--- src/rtl/fb_pixel_streamer.sv ---
// Frame-buffer readout engine: walks a packed-pixel RAM word by word,
// unpacks each word lane by lane and streams the pixels out over valid/ready.
// Two word slots (output word + prefetch word) plus up to two reads in the
// RAM pipeline give gapless one-pixel-per-cycle output with one read every
// PIX_PER_WORD cycles.
module fb_pixel_streamer #(
    parameter int PIX_W        = 8,
    parameter int PIX_PER_WORD = 4,
    parameter int ADDR_W       = 17,
    parameter int FRAME_PIX    = 307200
) (
    input  logic                          clk,
    input  logic                          reset,
    input  logic                          start,
    input  logic                          mode,
    input  logic                          abort,
    output logic                          ram_rd,
    output logic [ADDR_W-1:0]             ram_addr,
    input  logic [PIX_W*PIX_PER_WORD-1:0] ram_data,
    output logic [PIX_W-1:0]              pix_data,
    output logic                          pix_valid,
    input  logic                          pix_ready,
    output logic                          pix_last,
    output logic                          busy,
    output logic                          frame_done,
    output logic [15:0]                   frame_cnt
);

    localparam int WORD_W = PIX_W * PIX_PER_WORD;
    localparam int WORDS  = FRAME_PIX / PIX_PER_WORD;
    localparam int LANE_W = (PIX_PER_WORD > 1) ? $clog2(PIX_PER_WORD) : 1;
    localparam int PCNT_W = (FRAME_PIX > 1) ? $clog2(FRAME_PIX) : 1;

    localparam logic [LANE_W-1:0] LAST_LANE = LANE_W'(PIX_PER_WORD - 1);
    localparam logic [ADDR_W-1:0] LAST_WORD = ADDR_W'(WORDS - 1);
    localparam logic [PCNT_W-1:0] LAST_PIX  = PCNT_W'(FRAME_PIX - 1);

    typedef enum logic [1:0] {
        IDLE  = 2'd0,
        RUN   = 2'd1,
        DRAIN = 2'd2
    } state_t;

    // control state
    state_t              state_q, state_d;
    logic                mode_q, mode_d;
    logic [ADDR_W-1:0]   rd_ptr_q, rd_ptr_d;

    // RAM request pipeline: ram_rd_q is the strobe, ret_q marks the cycle
    // in which the matching data sits on ram_data
    logic                ram_rd_q, ram_rd_d;
    logic [ADDR_W-1:0]   ram_addr_q, ram_addr_d;
    logic                ret_q, ret_d;

    // word slots and unpacking
    logic                out_v_q, out_v_d;
    logic [WORD_W-1:0]   out_word_q, out_word_d;
    logic [LANE_W-1:0]   lane_q, lane_d;
    logic                pf_v_q, pf_v_d;
    logic [WORD_W-1:0]   pf_word_q, pf_word_d;
    logic [PCNT_W-1:0]   pix_cnt_q, pix_cnt_d;

    // registered stream outputs and status
    logic [PIX_W-1:0]    pix_data_q, pix_data_d;
    logic                pix_last_q, pix_last_d;
    logic                busy_q, busy_d;
    logic                frame_done_q, frame_done_d;
    logic [15:0]         frame_cnt_q, frame_cnt_d;

    // shared combinational terms
    logic                xfer;
    logic                last_xfer;
    logic                word_done;
    logic                start_accept;
    logic [2:0]          occupancy;
    logic                slot_free;
    logic [ADDR_W-1:0]   ptr_next;

    // Handshake decode and slot accounting. A read is only issued when the
    // words held plus the reads still in the RAM pipeline leave a slot free,
    // so returning data always has somewhere to land.
    always_comb begin
        xfer         = out_v_q && pix_ready;
        last_xfer    = xfer && pix_last_q;
        word_done    = xfer && (lane_q == LAST_LANE);
        start_accept = (state_q == IDLE) && start && !abort;
        occupancy    = 3'(out_v_q) + 3'(pf_v_q) + 3'(ram_rd_q) + 3'(ret_q);
        slot_free    = (occupancy < 3'd2);
        ptr_next     = (rd_ptr_q == LAST_WORD) ? '0 : rd_ptr_q + ADDR_W'(1);
    end

    // Next-state logic and read issue; abort overrides everything.
    always_comb begin
        state_d    = state_q;
        mode_d     = mode_q;
        rd_ptr_d   = rd_ptr_q;
        ram_rd_d   = 1'b0;
        ram_addr_d = ram_addr_q;

        case (state_q)
            IDLE: begin
                if (start) begin
                    // Word 0 is requested straight away so it is on the
                    // RAM port the cycle after start.
                    mode_d     = mode;
                    ram_rd_d   = 1'b1;
                    ram_addr_d = '0;
                    rd_ptr_d   = (LAST_WORD == '0) ? '0 : ADDR_W'(1);
                    state_d    = (!mode && (LAST_WORD == '0)) ? DRAIN : RUN;
                end
            end
            RUN: begin
                if (slot_free) begin
                    ram_rd_d   = 1'b1;
                    ram_addr_d = rd_ptr_q;
                    rd_ptr_d   = ptr_next;
                    if (!mode_q && (rd_ptr_q == LAST_WORD)) begin
                        state_d = DRAIN;
                    end
                end
            end
            DRAIN: begin
                if (last_xfer) begin
                    state_d = IDLE;
                end
            end
            default: begin
                state_d = IDLE;
            end
        endcase

        if (abort) begin
            state_d    = IDLE;
            mode_d     = mode_q;
            rd_ptr_d   = rd_ptr_q;
            ram_rd_d   = 1'b0;
            ram_addr_d = ram_addr_q;
        end
    end

    // Word slot management: consume the presented pixel, promote the prefetch
    // word at a word boundary, then park returning RAM data in the first free
    // slot (output word if empty after this cycle, else prefetch).
    always_comb begin
        ret_d      = ram_rd_q;
        out_v_d    = out_v_q;
        out_word_d = out_word_q;
        lane_d     = lane_q;
        pf_v_d     = pf_v_q;
        pf_word_d  = pf_word_q;
        pix_cnt_d  = pix_cnt_q;

        if (xfer) begin
            pix_cnt_d = (pix_cnt_q == LAST_PIX) ? '0 : pix_cnt_q + PCNT_W'(1);
            if (word_done) begin
                lane_d     = '0;
                out_v_d    = pf_v_q;
                out_word_d = pf_v_q ? pf_word_q : out_word_q;
                pf_v_d     = 1'b0;
            end else begin
                lane_d = lane_q + LANE_W'(1);
            end
        end

        if (ret_q) begin
            if (!out_v_d) begin
                out_v_d    = 1'b1;
                out_word_d = ram_data;
                lane_d     = '0;
            end else begin
                pf_v_d    = 1'b1;
                pf_word_d = ram_data;
            end
        end

        if (start_accept) begin
            pix_cnt_d = '0;
        end

        if (abort) begin
            ret_d     = 1'b0;
            out_v_d   = 1'b0;
            pf_v_d    = 1'b0;
            lane_d    = '0;
            pix_cnt_d = '0;
        end
    end

    // Output register inputs: the pixel shown next cycle is taken from the
    // next output word and lane, so nothing on the stream is combinational.
    always_comb begin
        pix_data_d = pix_data_q;
        for (int i = 0; i < PIX_PER_WORD; i++) begin
            if (lane_d == LANE_W'(i)) begin
                pix_data_d = out_word_d[i*PIX_W +: PIX_W];
            end
        end
        pix_last_d   = out_v_d && (pix_cnt_d == LAST_PIX);
        busy_d       = (state_d != IDLE);
        frame_done_d = last_xfer && !abort;
        frame_cnt_d  = frame_cnt_q + {15'd0, frame_done_d};
    end

    // State registers with synchronous active-low reset.
    always_ff @(posedge clk) begin
        if (!reset) begin
            state_q      <= IDLE;
            mode_q       <= 1'b0;
            rd_ptr_q     <= '0;
            ram_rd_q     <= 1'b0;
            ram_addr_q   <= '0;
            ret_q        <= 1'b0;
            out_v_q      <= 1'b0;
            out_word_q   <= '0;
            lane_q       <= '0;
            pf_v_q       <= 1'b0;
            pf_word_q    <= '0;
            pix_cnt_q    <= '0;
            pix_data_q   <= '0;
            pix_last_q   <= 1'b0;
            busy_q       <= 1'b0;
            frame_done_q <= 1'b0;
            frame_cnt_q  <= '0;
        end else begin
            state_q      <= state_d;
            mode_q       <= mode_d;
            rd_ptr_q     <= rd_ptr_d;
            ram_rd_q     <= ram_rd_d;
            ram_addr_q   <= ram_addr_d;
            ret_q        <= ret_d;
            out_v_q      <= out_v_d;
            out_word_q   <= out_word_d;
            lane_q       <= lane_d;
            pf_v_q       <= pf_v_d;
            pf_word_q    <= pf_word_d;
            pix_cnt_q    <= pix_cnt_d;
            pix_data_q   <= pix_data_d;
            pix_last_q   <= pix_last_d;
            busy_q       <= busy_d;
            frame_done_q <= frame_done_d;
            frame_cnt_q  <= frame_cnt_d;
        end
    end

    assign ram_rd     = ram_rd_q;
    assign ram_addr   = ram_addr_q;
    assign pix_data   = pix_data_q;
    assign pix_valid  = out_v_q;
    assign pix_last   = pix_last_q;
    assign busy       = busy_q;
    assign frame_done = frame_done_q;
    assign frame_cnt  = frame_cnt_q;

endmodule

--- config.mk ---
export PLATFORM = sky130hd
export DESIGN_NAME = fb_pixel_streamer
export DESIGN_NICKNAME = d
export VERILOG_FILES = /design/src/rtl/fb_pixel_streamer.sv
export SDC_FILE = /design/constraint.sdc
export NUM_CORES = 1
export LEC_CHECK = 0
export CORE_MARGIN = 2
export CORE_UTILIZATION = 45
export DETAILED_ROUTE_END_ITERATION = 12
export GPL_ROUTABILITY_DRIVEN = 0
export HOLD_SLACK_MARGIN = 0.03
export PLACE_DENSITY = 0.69
export SLEW_MARGIN = 30
export SYNTH_ARGS = -nofsm -noshare
export SYNTH_HDL_FRONTEND = slang
export SYNTH_SLANG_ARGS = --single-unit
--- constraint.sdc ---
create_clock -name clk -period 7.2 [get_ports clk]
set_clock_uncertainty 0.1 [all_clocks]
set_input_delay 0.72 -clock clk [delete_from_list [all_inputs] [get_ports clk]]
set_output_delay 0.72 -clock clk [all_outputs]
set_load 0.01 [all_outputs]
After elaboration in Yosys (flattened, before gate mapping)
Index checks and enable logic that the tools add are counted.
{"block": "totals", "in_bits": 38, "ff_bits": 153}
{"block": "op_classes", "bitwise": 2, "n_eq_ne": 11, "n_lt_le_gt_ge": 1, "addsub": 7, "reduce_logical": 19, "muxes": 42}
{"op": "two-way mux 32 bit", "count": 5}
{"op": "two-way mux 17 bit", "count": 5}
{"op": "two-way mux 19 bit", "count": 4}
{"op": "one-hot mux 17 bit (2 select lines)", "count": 2}
{"op": "== test 19 bit (second input constant)", "count": 2}
{"op": "two-way mux 8 bit", "count": 4}
{"op": "two-way mux 2 bit", "count": 10}
{"op": "adder 19 x 1 -> 19 bit (second input constant)", "count": 1}
{"op": "adder 17 x 1 -> 17 bit (second input constant)", "count": 1}
{"op": "== test 17 bit (second input constant)", "count": 1}
{"op": "adder 16 x 1 -> 16 bit", "count": 1}
{"op": "two-way mux 1 bit", "count": 10}
{"op": "== test 2 bit (second input constant)", "count": 4}
{"op": "logical AND 1 bit", "count": 8}
{"op": "one-hot mux 2 bit (3 select lines)", "count": 1}
{"op": "== test 2 x 1 -> 1 bit (second input constant)", "count": 2}
{"op": "zero test 2 bit", "count": 2}
{"op": "!= test 2 bit (second input constant)", "count": 2}
{"op": "AND reduction 4 bit", "count": 1}
{"op": "nonzero test 2 bit", "count": 2}
{"op": "nonzero test 4 bit", "count": 1}
{"op": "adder 2 x 1 -> 3 bit", "count": 1}
{"op": "adder 3 x 1 -> 3 bit", "count": 1}
{"op": "less-than comparator 3 x 2 -> 1 bit (second input constant)", "count": 1}
{"op": "8 further kinds", "count": 10}

Depth between registers and ports, before layout
Gate-level depths: netlist of run 1.
{"block": "logic_depth", "ltp_word": 12, "depth_mapped": 12, "ltp_nobuf": 10}

Least setup slack after synthesis of run 1
No wires, ideal clock.
{"block": "synth_timing", "path_type": "input to register", "from": "input port pix_ready", "to": "register frame_cnt_q[14], in the netlist frame_cnt[14]", "setup_time_ns": 0.071, "cell_stages": 12, "setup_slack_ns": 4.491, "arrival_ns": 2.538, "required_ns": 7.029, "path_cell_list": "buf_4 > and2_1 > buf_4 > nand2_1 > nor2_1 > ha_1 > ha_1 > and4_1 > and3_1 > nand2_1 > or3_1 > a21oi_1"}
{"block": "synth_between", "elab_chain_len": 4}
{"element": "from (decl)", "line_no": "22", "source": "input logic pix_ready,"}
{"element": "logical AND 1 bit", "line_no": "83", "source": "xfer = out_v_q && pix_ready;"}
{"element": "logical AND 1 bit", "line_no": "84", "source": "last_xfer = xfer && pix_last_q;"}
{"element": "logical AND 1 bit", "line_no": "200", "source": "frame_done_d = last_xfer && !abort;"}
{"element": "via frame_done_d", "line_no": "67", "source": "logic frame_done_q, frame_done_d;"}
{"element": "adder 16 x 1 -> 16 bit", "line_no": "201", "source": "frame_cnt_d = frame_cnt_q + {15'd0, frame_done_d};"}
{"element": "to (signal assigned)", "line_no": "241", "source": "frame_cnt_q <= frame_cnt_d;"}
{"element": "to (decl)", "line_no": "68", "source": "logic [15:0] frame_cnt_q, frame_cnt_d;"}
The timed path passes the listed nets, and every way through them passes these cells.
A chain may end at the register's enable or synchronous reset.

Final worst setup path of run 1
{"block": "layout_timing", "from": "register out_v_q, in the netlist pix_valid", "to": "register rd_ptr_q[11]"}
{"block": "layout_between", "elab_chain_len": 6}
{"element": "from (decl)", "line_no": "56", "source": "logic out_v_q, out_v_d;"}
{"element": "from (signal assigned)", "line_no": "231", "source": "out_v_q <= out_v_d;"}
{"element": "adder 1 x 1 -> 2 bit", "line_no": "87", "source": "occupancy = 3'(out_v_q) + 3'(pf_v_q) + 3'(ram_rd_q) + 3'(ret_q);"}
{"element": "adder 2 x 1 -> 3 bit", "line_no": "87"}
{"element": "adder 3 x 1 -> 3 bit", "line_no": "87"}
{"element": "less-than comparator 3 x 2 -> 1 bit", "line_no": "88", "source": "slot_free = (occupancy < 3'd2);"}
{"element": "!= test 2 bit (no line)"}
{"element": "AND reduction 4 bit (no line)"}
{"element": "to (signal assigned)", "line_no": "227", "source": "rd_ptr_q <= rd_ptr_d;"}
{"element": "to (decl)", "line_no": "47", "source": "logic [ADDR_W-1:0] rd_ptr_q, rd_ptr_d;"}
Every way passes these cells.

==> flow_summary.ini, run 1 <==
[clock_tree]
cts_setup_buffers = 0
h-tree-depth = 4
clk_pin_slew_ns = 0.06
cts_sinks = 153
cts.repair.resized = 0
cts-buffers-inserted = 17
clk_latency_ns = 0.42
clock_path_buffers = 2
cts_tree = yes
cts_root_buf = clkbuf_16
holdBufCountCts = 0

[outcome]
status = finished clean

[global_routing]
gr-total-overflow = 0
grt_util_all_layers_pct = 20.3
grt_pass1_vias = 5290
grt_max_degree = 78
antenna_found_initial = 0
grt_pass1_wl_um = 26200

[timing]
timing.fmax_mhz = 277
drv_slew = 0
rsz0062_at_grt = false
max_slew.worst_pin.slew_ns = 0.892
setup_viol = 0
min_period_ns = 3.61
slew-limit-headroom_pct = 40.2
worst_slack_ns = 3.59
period_share_pct = 50.2
fin_tns_setup_ns = 0
timing.final.hold_violations = 0
whs_ns = 0.354

[finish]
num_antenna_cells = 0
n_fill_cell = 1331
fin_nets = 907
final_cells = 1058
syn_to_final_growth_pct = 22.8
drive_gt1_share_pct = 5.61

[job]
drv_cap = 0

[yosys]
ys_types = 67
synth-compound-area-share_pct = 15.4
synth_mux_area_share_pct = 2.98
synth-seq-cells = 153
syn_area_per_cell_um2 = 8.39
synth_top_family_by_area = simple AND/OR/NAND/NOR gates
synth_ff_type = dfxtp_1
synth_top_area_share_pct = 45.5
async_reset_ff_share_pct = 0
syn_area_um2 = 6730
yosys-top-cells-area = dfxtp_1 46%, nand2_1 7.3%, nor2_1 6.0%
yosysWarnings = 0
synth_top_area_cell = dfxtp_1
synthCells = 802
synth_adder_area_share_pct = 1.23
synth_edf_count = 0
seq_area_frac_synth_pct = 45.5
syn_nets = 846
synth-xor-area-share_pct = 5.60
synthSimpleGateAreaFrac_pct = 25.4

[setup_path]
critPathArrivalTime_ns = 3.79
crit_path_end_kind = flop
crit_required_ns = 7.37
worstSetupPathType = flop to flop
startpoint_type = flop
path_max_fanout = 21

[die]
die_w_um = 126
start_util_pct = 46.1
placementRows = 44
boundaryPins = 84
die_y_um = 126
design.core.area_um2 = 14600
die-area_um2 = 15900

[detailed_routing]
avgRoutedWirePerCell_um = 15.3
vias = 5810
routed_wl_um = 16200
ant_nets = 0
drt_drc_violations_left = 0
drtIter0Drc = 427
drt-vias-per-instance = 5.49
first_pass_iters = 5

[worst_hold_path]
holdCritPathClass = flop to flop

[place]
place_ws_ns = 3.41
dp_hpwl_um = 10300
port_buffers = 83
place_inst = 1028

[power_and_ir_drop]
power.leakage_nw = 2.91
power_density_nw_per_um2 = 222
ir_worst_vdd_mv = 0.175
fin_total_pwr_mw = 1.83
-- final cells by class --
type / instances / area [um^2] / share of cell area [%]
flip-flops and latches: 153 / 3060 / 37.1
inverters: 15 / 56.3 / 0.681
well taps: 184 / 230 / 2.79
multi-input cells: 586 / 3440 / 41.6
clock inverters: 10 / 125 / 1.51
clock buffers: 20 / 467 / 5.65
repair buffers: 90 / 883 / 10.7
-- critical path, stage by stage (launching register included) --
cell and delay (ns):
dfxtp_1 0.76, inv_1 0.26, fa_1 0.55, nand2b_1 0.13
a31oi_1 0.09, buf_4 0.21, nand2b_1 0.53, o21ai_2 0.68
nor2_1 0.15
-- worst paths after layout --
| check | start | end | slack (ns) | cells after the start |
|---|---|---|---|---|
| setup / recovery | pix_valid$_SDFF_PN0_ | rd_ptr_q[11]$_SDFFE_PN0P_ | 3.59 | 8 |
| hold / removal | pf_word_q[0]$_SDFFE_PN0P_ | pf_word_q[0]$_SDFFE_PN0P_ | 0.35 | 2 |
| setup reg to reg | pix_valid$_SDFF_PN0_ | rd_ptr_q[11]$_SDFFE_PN0P_ | 3.59 | 8 |
| hold reg to reg | pf_word_q[0]$_SDFFE_PN0P_ | pf_word_q[0]$_SDFFE_PN0P_ | 0.35 | 2 |
-- power breakdown --
group          total [mW]  switching (mW)  internal, mW
registers           0.858         0.00391         0.854
logic              0.0788          0.0453        0.0335
clock network       0.898           0.334         0.564
total                1.83           0.383          1.45
-- synthesized netlist by cell type, types with 3 or more instances --
| library cell | instances |
|---|---|
| nand4_1 | 11 |
| nor2_1 | 107 |
| and4_1 | 6 |
| ha_1 | 5 |
| or3_1 | 4 |
| or4_1 | 4 |
| nor3b_1 | 5 |
| o21ai_0 | 13 |
| and2_1 | 11 |
| nor4_1 | 8 |
| and3_1 | 10 |
| a22oi_1 | 23 |
| clkbuf_1 | 35 |
| nor4b_1 | 4 |
| nand3_1 | 25 |
| a21oi_1 | 48 |
| nand2b_1 | 4 |
| xnor2_1 | 26 |
| o41ai_1 | 7 |
| a311oi_1 | 3 |
| xor2_1 | 17 |
| nand2_1 | 130 |
| mux2i_1 | 20 |
| inv_1 | 13 |
| nand3b_1 | 3 |
| o22ai_1 | 7 |
| a211oi_1 | 20 |
| a31oi_1 | 12 |
| nor3_1 | 15 |
| dfxtp_1 | 153 |
| buf_2 | 10 |
| o21ai_1 | 4 |
-- flip-flops by register name, indices dropped and copies added (netlist names) --
name / flops
ret_q: 1
state_q: 2
ram_addr: 17
lane_q: 2
out_word_q: 32
ram_rd: 1
pix_cnt_q: 19
frame_cnt: 16
pix_valid: 1
mode_q: 1
pf_v_q: 1
frame_done: 1
busy: 1
pix_last: 1
pf_word_q: 32
rd_ptr_q: 17
pix_data: 8
-- cell usage in the layout (no fill, tap or decap), types with 4 or more instances in the layout --
master	count
nor4b_1	4
buf_4	7
a211oi_1	20
a31oi_1	12
or4_1	4
clkbuf_16	17
o22ai_1	7
xor2_1	17
nand3_1	25
nand4_1	11
ha_1	5
xnor2_1	26
o21ai_0	13
clkdlybuf4s50_1	83
nor3b_1	5
a22oi_1	23
nand2b_1	4
nor3_1	13
inv_1	12
or3_1	4
a21oi_1	48
and4_1	6
mux2i_1	20
and2_1	11
clkinv_2	7
o41ai_1	7
and3_1	10
nand2_1	130
dfxtp_1	153
nor4_1	8
nor2_1	107
-- cell families after synthesis --
kind of cell	after synthesis
buf+inv	63
xor+xnor	43
simple gates	360
fa+ha+maj	6
flops	153
compound gates	157
mux	20
-- per-stage QoR --
step | utilization (%) | instance area (um^2)
CTS | 56.6 | 8260
finish | 56.6 | 8260
global route | 56.6 | 8260
floorplan | - | 6730
detailed placement | 52.6 | 7670
global placement | 52.5 | 7660
-- metal layers --
metal	share of wire [%]	vias up	global-route usage [%]	wire length [um]
met1	48	2718	27.4	7680
met4	1.5	0	5.69	235
li1	-	2936	-	-
met5	0	-	0	0
met2	46	132	31.5	7420
met3	5.1	24	6.03	827
Power figures use the tool's default switching activity.
==> inputs of run 2 (changes only) <==
--- a/config.mk
+++ b/config.mk
@@ -10,7 +10,7 @@
 export DETAILED_ROUTE_END_ITERATION = 12
 export GPL_ROUTABILITY_DRIVEN = 0
 export HOLD_SLACK_MARGIN = 0.03
-export PLACE_DENSITY = 0.69
+export PLACE_DENSITY = 0.71
 export SLEW_MARGIN = 30
 export SYNTH_ARGS = -nofsm -noshare
 export SYNTH_HDL_FRONTEND = slang
==> constraint.sdc (replaced) <==
create_clock -name clk -period 3.2 [get_ports clk]
set_clock_uncertainty 0.1 [all_clocks]
set_input_delay 0.32 -clock clk [delete_from_list [all_inputs] [get_ports clk]]
set_output_delay 0.32 -clock clk [all_outputs]
set_load 0.01 [all_outputs]
==> run 2 against run 1 <==
Effect of this change:
- hold slack lost 0.018 ns
- combinational power grew 140%
- die area is the same
- largest power group unchanged
- largest cell class unchanged
- power grew 130%
- first-iteration DRC count grew 17%
- cell count grew 1.7%
- worst setup slack lost 2.8 ns
- non-clock buffer count grew 16
- sequential power grew 120%
- design area grew 1.9%
- critical path depth shrank 2
==> flow_summary.ini, run 2 (same netlist as run 1, synthesis figures left out) <==
[global_routing]
grt_util_all_layers_pct = 21.6
grt_max_degree = 48
grt_pass1_vias = 5669
grt_pass1_wl_um = 27800
gr-total-overflow = 0
antenna_found_initial = 0

[job]
drv_cap = 0

[timing]
slew-limit-headroom_pct = 52.8
min_period_ns = 2.37
timing.fmax_mhz = 421
period_share_pct = 74.2
rsz0062_at_grt = false
fin_tns_setup_ns = 0
whs_ns = 0.336
drv_slew = 0
timing.final.hold_violations = 0
max_slew.worst_pin.slew_ns = 0.707
worst_slack_ns = 0.826
setup_viol = 0

[finish]
fin_nets = 923
n_fill_cell = 1309
drive_gt1_share_pct = 7.17
final_cells = 1076
layout_commonest_cell = dfxtp_1
num_antenna_cells = 0
reg_top3 = out_word_q (32), pf_word_q (32), pix_cnt_q (19)
fin_util_pct = 57.7
fin_area_um2 = 8420
syn_to_final_growth_pct = 25.2
final_cell_mix = 153 x dfxtp_1, 130 x nand2_1, 107 x nor2_1

[clock_tree]
cts-buffers-inserted = 17
clk_pin_slew_ns = 0.06
clk_latency_ns = 0.43
cts.repair.resized = 0
cts_sinks = 153
cts_setup_buffers = 0
holdBufCountCts = 0
cts_tree = yes
clock_path_buffers = 2
cts_root_buf = clkbuf_16
h-tree-depth = 4

[detailed_routing]
first_pass_iters = 5
drt_drc_violations_left = 0
drt-vias-per-instance = 5.50
avgRoutedWirePerCell_um = 15.4
ant_nets = 0
drtIter0Drc = 498
routed_wl_um = 16600
vias = 5923

[setup_path]
crit_path_end_kind = flop
worstSetupPathType = flop to flop
cpMaxStageDelayCell = or4_1
startpoint_type = flop
path_max_fanout = 8
critPathArrivalTime_ns = 2.61
crit_required_ns = 3.44
worst-path-buf-inv = 0
crit_family = simple AND/OR/NAND/NOR gates
path_cells = ha_1 > nand4_4 > nor4_4 > a21boi_1 > or4_1 > nor4_2
cp_slowest_stage_delay_ns = 0.51

[power_and_ir_drop]
switching_power_mw = 0.869
power_density_nw_per_um2 = 498
seqPwrFrac_pct = 46.0
clkPwrFrac_pct = 49.5
pwr-share-comb_pct = 4.5
power.leakage_nw = 3.01
ir_worst_vdd_mv = 0.388
fin_total_pwr_mw = 4.20
internal_power_mw = 3.33
swShare_pct = 20.7

[die]
die_w_um = 126
die-area_um2 = 15900
die_y_um = 126
design.core.area_um2 = 14600
placementRows = 44
boundaryPins = 84
start_util_pct = 46.1

[place]
post_dp_cell_area_um2 = 7810
place_ws_ns = 0.433
dp_hpwl_um = 11100
port_buffers = 83
place_inst = 1044

[outcome]
status = finished clean

[worst_hold_path]
holdCritPathClass = input port to flop
[run 2: changes by cell type in the layout (fill, tap and decap cells not counted), moves of 2 or more]
cell	change
buf_4	+14
clkinv_2	-2
buf_12	+2
clkbuf_1	+2
clkbuf_8	+2
[run 2: worst paths after layout]
path                                 to                  startpoint  cells past startpoint  slack [ns]
max                 pix_last$_SDFF_PN0_     pix_cnt_q[0]$_SDFF_PN0_                      6        0.83
max reg2reg         pix_last$_SDFF_PN0_     pix_cnt_q[0]$_SDFF_PN0_                      6        0.83
min reg2reg  pf_word_q[29]$_SDFFE_PN0P_  pf_word_q[29]$_SDFFE_PN0P_                      2        0.36
min                 mode_q$_SDFFE_PN0P_                        mode                      3        0.34
[run 2: worst register-to-register path: cells and delay by family, from the launching register on]
family / cells / cell delay [ns]
AOI/OAI and AO/OA: 1 / 0.13
adders and majority gates: 1 / 0.34
and+or+nand+nor: 4 / 1.30
DFF: 1 / 0.42
[run 2: power groups by stage]
stage | registers, mW | logic [mW] | clock network, mW
finish | 1.93 | 0.189 | 2.08
global placement | 1.97 | 0.188 | 0
CTS | 1.93 | 0.190 | 2.10
detailed placement | 1.97 | 0.188 | 0
global route | 1.93 | 0.207 | 2.20
floorplan | 1.97 | 0.0869 | 0
[run 2: layout make-up]
cell class / instances / area, um^2 / share of cell area, %
inverter: 15 / 56.3 / 0.668
sequential: 153 / 3060 / 36.4
clock buffer: 24 / 502 / 5.96
multi-input combinational: 586 / 3430 / 40.7
tap: 184 / 230 / 2.73
timing repair buffer: 106 / 1030 / 12.2
clock inverter: 8 / 115 / 1.37
[run 2: per-layer routing]
metal	up-vias	GRT usage [%]	wire length [um]
li1	2972	-	-
met1	2756	28.4	7670
met2	164	34.0	7590
met3	31	6.03	976
met4	0	7.82	351
met5	-	0	0
